**src/rtl/biriscv_mul_issue_ctrl.sv**
```systemverilog
// ---------------------------------------------------------------------------
// biriscv_mul_issue_ctrl
//   Single-outstanding issue controller for the iterative/pipelined multiplier.
//   Accepts one MUL from decode, strobes it into the multiplier, waits (with a
//   timeout) for the writeback, then holds a register-file write request until
//   the register file takes it. While an instruction is pending, decode is
//   stalled if it reads the pending destination.
//
// Ports
//   clk_i, rst_ni                  clock, async active-low reset
//   issue_*                        decode -> controller handshake and fields
//   hzd_ra_idx_i/hzd_rb_idx_i      sources of the instruction in decode
//   hzd_stall_o                    RAW hazard on the pending destination
//   mul_*_o                        dispatch strobe + latched instruction fields
//   mul_writeback_valid_i/value_i  multiplier result
//   rf_wr_*                        register-file write request / ack
//   busy_o                         not idle
//   err_o                          sticky timeout / spurious-writeback flag
// ---------------------------------------------------------------------------
module biriscv_mul_issue_ctrl #(
    parameter int TIMEOUT_CYCLES = 16
) (
    input  logic        clk_i,
    input  logic        rst_ni,

    input  logic        issue_valid_i,
    output logic        issue_ready_o,
    input  logic [31:0] issue_opcode_i,
    input  logic [31:0] issue_pc_i,
    input  logic [4:0]  issue_rd_idx_i,
    input  logic [31:0] issue_ra_operand_i,
    input  logic [31:0] issue_rb_operand_i,

    input  logic [4:0]  hzd_ra_idx_i,
    input  logic [4:0]  hzd_rb_idx_i,
    output logic        hzd_stall_o,

    output logic        mul_valid_o,
    output logic [31:0] mul_opcode_o,
    output logic [31:0] mul_pc_o,
    output logic [31:0] mul_ra_operand_o,
    output logic [31:0] mul_rb_operand_o,
    output logic [4:0]  mul_rd_idx_o,

    input  logic        mul_writeback_valid_i,
    input  logic [31:0] mul_writeback_value_i,

    output logic        rf_wr_en_o,
    output logic [4:0]  rf_wr_idx_o,
    output logic [31:0] rf_wr_data_o,
    input  logic        rf_wr_ready_i,

    output logic        busy_o,
    output logic        err_o
);

    localparam int CNT_W = (TIMEOUT_CYCLES > 2) ? $clog2(TIMEOUT_CYCLES) : 1;
    localparam logic [CNT_W-1:0] CNT_LAST = CNT_W'(TIMEOUT_CYCLES - 1);

    typedef enum logic [1:0] {
        S_IDLE     = 2'd0,
        S_DISPATCH = 2'd1,
        S_WAIT     = 2'd2,
        S_WRITE    = 2'd3
    } state_t;

    state_t           state_q, state_d;
    logic [CNT_W-1:0] cnt_q, cnt_d;
    logic             err_q, err_d;
    logic [31:0]      opcode_q, opcode_d;
    logic [31:0]      pc_q, pc_d;
    logic [31:0]      ra_q, ra_d;
    logic [31:0]      rb_q, rb_d;
    logic [4:0]       rd_q, rd_d;
    logic [31:0]      wr_data_q, wr_data_d;

    logic accept;
    logic timeout;

    assign accept  = (state_q == S_IDLE) && issue_valid_i;
    // Writeback in the last WAIT cycle takes priority over the timeout.
    assign timeout = (state_q == S_WAIT) && !mul_writeback_valid_i && (cnt_q == CNT_LAST);

    // ---------------- state register ----------------
    always_ff @(posedge clk_i or negedge rst_ni) begin
        if (!rst_ni) begin
            state_q   <= S_IDLE;
            cnt_q     <= '0;
            err_q     <= 1'b0;
            opcode_q  <= '0;
            pc_q      <= '0;
            ra_q      <= '0;
            rb_q      <= '0;
            rd_q      <= '0;
            wr_data_q <= '0;
        end else begin
            state_q   <= state_d;
            cnt_q     <= cnt_d;
            err_q     <= err_d;
            opcode_q  <= opcode_d;
            pc_q      <= pc_d;
            ra_q      <= ra_d;
            rb_q      <= rb_d;
            rd_q      <= rd_d;
            wr_data_q <= wr_data_d;
        end
    end

    // ---------------- next state ----------------
    always_comb begin
        state_d = state_q;
        case (state_q)
            S_IDLE:     if (issue_valid_i) state_d = S_DISPATCH;
            S_DISPATCH: state_d = S_WAIT;
            S_WAIT: begin
                if (mul_writeback_valid_i)
                    // A result for x0 is dropped here so no write to x0 is ever requested.
                    state_d = (rd_q != 5'd0) ? S_WRITE : S_IDLE;
                else if (timeout)
                    state_d = S_IDLE;
            end
            S_WRITE:    if (rf_wr_ready_i) state_d = S_IDLE;
            default:    state_d = S_IDLE;
        endcase
    end

    // ---------------- datapath next values ----------------
    always_comb begin
        opcode_d  = opcode_q;
        pc_d      = pc_q;
        ra_d      = ra_q;
        rb_d      = rb_q;
        rd_d      = rd_q;
        wr_data_d = wr_data_q;
        cnt_d     = cnt_q;
        err_d     = err_q;

        if (accept) begin
            opcode_d = issue_opcode_i;
            pc_d     = issue_pc_i;
            ra_d     = issue_ra_operand_i;
            rb_d     = issue_rb_operand_i;
            rd_d     = issue_rd_idx_i;
        end

        if (state_q == S_DISPATCH)
            cnt_d = '0;
        else if (state_q == S_WAIT)
            cnt_d = cnt_q + 1'b1;

        if ((state_q == S_WAIT) && mul_writeback_valid_i)
            wr_data_d = mul_writeback_value_i;

        // Result strobes outside WAIT have no owner: flag, never use the data.
        if (mul_writeback_valid_i && (state_q != S_WAIT))
            err_d = 1'b1;
        if (timeout)
            err_d = 1'b1;
    end

    // ---------------- outputs ----------------
    always_comb begin
        issue_ready_o = (state_q == S_IDLE) && rst_ni;
        mul_valid_o   = (state_q == S_DISPATCH);
        rf_wr_en_o    = (state_q == S_WRITE);
        rf_wr_idx_o   = (state_q == S_WRITE) ? rd_q : 5'd0;
        busy_o        = (state_q != S_IDLE);
        hzd_stall_o   = (state_q != S_IDLE) && (rd_q != 5'd0) &&
                        ((hzd_ra_idx_i == rd_q) || (hzd_rb_idx_i == rd_q));
    end

    assign mul_opcode_o     = opcode_q;
    assign mul_pc_o         = pc_q;
    assign mul_ra_operand_o = ra_q;
    assign mul_rb_operand_o = rb_q;
    assign mul_rd_idx_o     = rd_q;
    assign rf_wr_data_o     = wr_data_q;
    assign err_o            = err_q;

endmodule

```
**config.mk**
```make
export PLATFORM = sky130hd
export DESIGN_NAME = biriscv_mul_issue_ctrl
export DESIGN_NICKNAME = d
export VERILOG_FILES = /design/src/rtl/biriscv_mul_issue_ctrl.sv
export SDC_FILE = /design/constraint.sdc
export NUM_CORES = 1
export LEC_CHECK = 0
export BUFFER_PORTS_ARGS = -buffer_cell sky130_fd_sc_hd__buf_2
export CAP_MARGIN = 20
export CELL_PAD_IN_SITES_DETAIL_PLACEMENT = 1
export CELL_PAD_IN_SITES_GLOBAL_PLACEMENT = 2
export CORE_MARGIN = 2
export CORE_UTILIZATION = 28
export DETAILED_ROUTE_END_ITERATION = 12
export PLACE_DENSITY_LB_ADDON = 0.1
export SLEW_MARGIN = 10
export SYNTH_ARGS = -nofsm -noshare
export SYNTH_HDL_FRONTEND = slang
export SYNTH_SLANG_ARGS = --single-unit
```
**constraint.sdc**
```tcl
create_clock -name clk_i -period 1.9 [get_ports clk_i]
set_input_delay 0.095 -clock clk_i [delete_from_list [all_inputs] [get_ports clk_i]]
set_output_delay 0.095 -clock clk_i [all_outputs]
set_load 0.05 [all_outputs]
```
==> impl_metrics.ini <==
[clock_network]
cts_tree = yes
clk_transition_reported_paths_ps = 70
clockRootBuffer = clkbuf_16
numCtsBuffers = 17
cts_buffer_depth = 2
insertion_delay_ps = 430
clkSinkCount = 172
cts-htree-levels = 4

[floorplanning]
start_util_pct = 28.5
die_h_um = 158
pin_count = 356
chipWidth_um = 158
die-area_um2 = 25000
rows = 56
core_um2 = 23400

[synth]
ys_seq_area_share_pct = 64.6
synth_cell_types = 28
synth_top_area_share_pct = 64.6
synth.ff_latch_count = 172
synth_area_leaders = dfrtp_1 65%, mux2_2 28%, buf_2 1.3%
yosys.area.top_type = dfrtp_1
synth_enable_flop_cells = 0
ys_warn_count = 0
async_flop_share_pct = 100
synthCells = 414
syn-num-nets = 600
synthFlopType = dfrtp_1
synth_area_per_cell_um2 = 16.1
syn_area_um2 = 6660

[global_routing]
grt_overflow = 0
grt_first_pass_wirelength_um = 32800
antenna_found_initial = 0
grt_pass1_vias = 6145
grt_use_total_pct = 17.1
grt_max_degree = 85

[place]
io_buffers = 355
dpl.hpwl_um = 15300
place.gp.congestion = 0.709

[sta]
tns_ps = 0
fin_crit_sh_pct = 99.9
hold-worst-slack_ps = 122
slew_violations = 0
skew_ps = 12.1
setup_viol = 0
rsz0062_at_grt = true
worst_pin_slew_ps = 457
period_needed_ps = 1900
hold_viol = 0
fmax_mhz = 527
maxSlewHeadroom_pct = 69.5

[drt]
top_layer = met4
post_drt_wl_per_cell_um = 16.9
wl_met3_um = 1640
drcViolationCount = 0
drtIter0Drc = 86
met1Wirelength_um = 7760
ant_nets = 0
drt_first_pass_iters = 4
dr_total_vias = 5445
via_per_inst = 4.24
drt-total-wl_um = 21600
wl_met2_um = 11700

[setup_path]
startpoint_type = flip-flop
end_kind = output pin
setup.worst_path.class = reg -> out
cp.required_ps = 1800
critPathMaxFanout = 5
arrival_ps = 1800
reg2reg_depth = 7
reg2reg_from = state_q[0]
startpoint = mul_rd_idx_o[0]
reg2reg_slack_ps = 160

[run]
cap_violations = 0

[finish]
diodes = 0
final_cell_mix = 352 x buf_2, 168 x dfrtp_1, 167 x dlygate4sd3_1, 166 x mux2_2, 17 x clkbuf_16
drive_gt1_share_pct = 59.8
nets = 1137
syn2layout_area_growth_pct = 68.7
final_common_cell = buf_2

[pwr]
clkPwrFrac_pct = 14.6
p_switching_w = 0.0119
p_leak_nw = 5.43
p_seq_share_pct = 28.3
vdd_ir_drop_max_uv = 1150
power_frac_comb_pct = 57.1
power.density_nw_per_um2 = 2060
p_int_w = 0.0112
switching_share_pct = 51.4

[worst_hold_path]
worstHoldPathType = in -> async

[outcome]
status = finished, final reports clean
## path summary, 6_finish.rpt
kind                                       end
min in group clk_i         mul_rb_operand_o[6]
max                                hzd_stall_o
min reg2reg                              err_o
max reg2reg                         state_q[0]
max in group asynchronous         mul_pc_o[29]
min                           mul_opcode_o[27]
## layer usage
layer	vias to the layer above	global-route usage [%]
met5	-	0
met4	0	6.48
met3	30	5.42
li1	2529	-
met1	2687	17.9
met2	199	32.0
## cell type report
class / count / area [µm²]
clock buffers: 19 / 443
clock inverters: 13 / 121
fillers: 2536 / 12200
inverters: 9 / 33.8
multi-input cells: 216 / 2280
flip-flops and latches: 172 / 4310
well taps: 319 / 399
repair buffers: 535 / 3660
## logic make-up after synthesis
family,after synthesis,share of synthesized area (%)
compound gates,13,1.33
xor+xnor,10,1.31
fa+ha+maj,6,1.13
buf+inv,26,1.78
flops,172,64.6
mux,166,28.1
simple gates,21,1.80
## power by group through the flow
stage          Clock [W]  Sequential, W  Combinational [W]
2_1_floorplan          0         0.0129            0.00319
3_3_place_gp           0        0.00648             0.0127
3_5_place_dp           0        0.00659             0.0129
4_1_cts          0.00354        0.00654             0.0133
5_1_grt          0.00369        0.00681             0.0138
6_report         0.00339        0.00654             0.0132
## worst max-delay path: stages, from the launching register on
cell	delay [ps]
dfrtp_2	450
xor2_1	180
nor3_2	150
nand3_1	140
a211oi_4	270
buf_6	190
## synthesized netlist by cell type, drive strengths merged (3+ instances only)
library cell  number
dfrtp            172
mux2             166
buf               17
inv                9
and2               6
ha                 6
xor2               6
nand3              5
xnor2              4
a21oi              3
## sequential cells by signal, summed over array words and instances (netlist names)
| name | cells |
|---|---|
| mul_opcode_o | 32 |
| cnt_q | 4 |
| mul_ra_operand_o | 32 |
| mul_rb_operand_o | 32 |
| rf_wr_data_o | 32 |
| err_o | 1 |
| mul_pc_o | 32 |
| mul_rd_idx_o | 5 |
| state_q | 2 |
## per-stage QoR
stage / area [µm²] / utilization [%] / instances / power (W) / setup slack [ps]
2_1_floorplan: 6680 / - / 414 / 0.0161 / 88.5
3_3_place_gp: 8960 / 38.3 / 1081 / 0.0192 / 147
3_5_place_dp: 8960 / 38.3 / 1081 / 0.0195 / 48.4
4_1_cts: 11200 / 48.0 / 1282 / 0.0233 / -45.5
5_1_grt: 11200 / 48.0 / 1283 / 0.0243 / -90.2
6_report: 11200 / 48.0 / 1283 / 0.0231 / 2.74
## repair_timing
action,4_1_cts,5_1_grt
pin swaps,2,2
gates resized for setup,8,3
hold endpoints to repair,338,0
buffers inserted,2,1
hold buffers,167,0
setup endpoints to repair,1,22
Power figures use the tool's default switching activity.
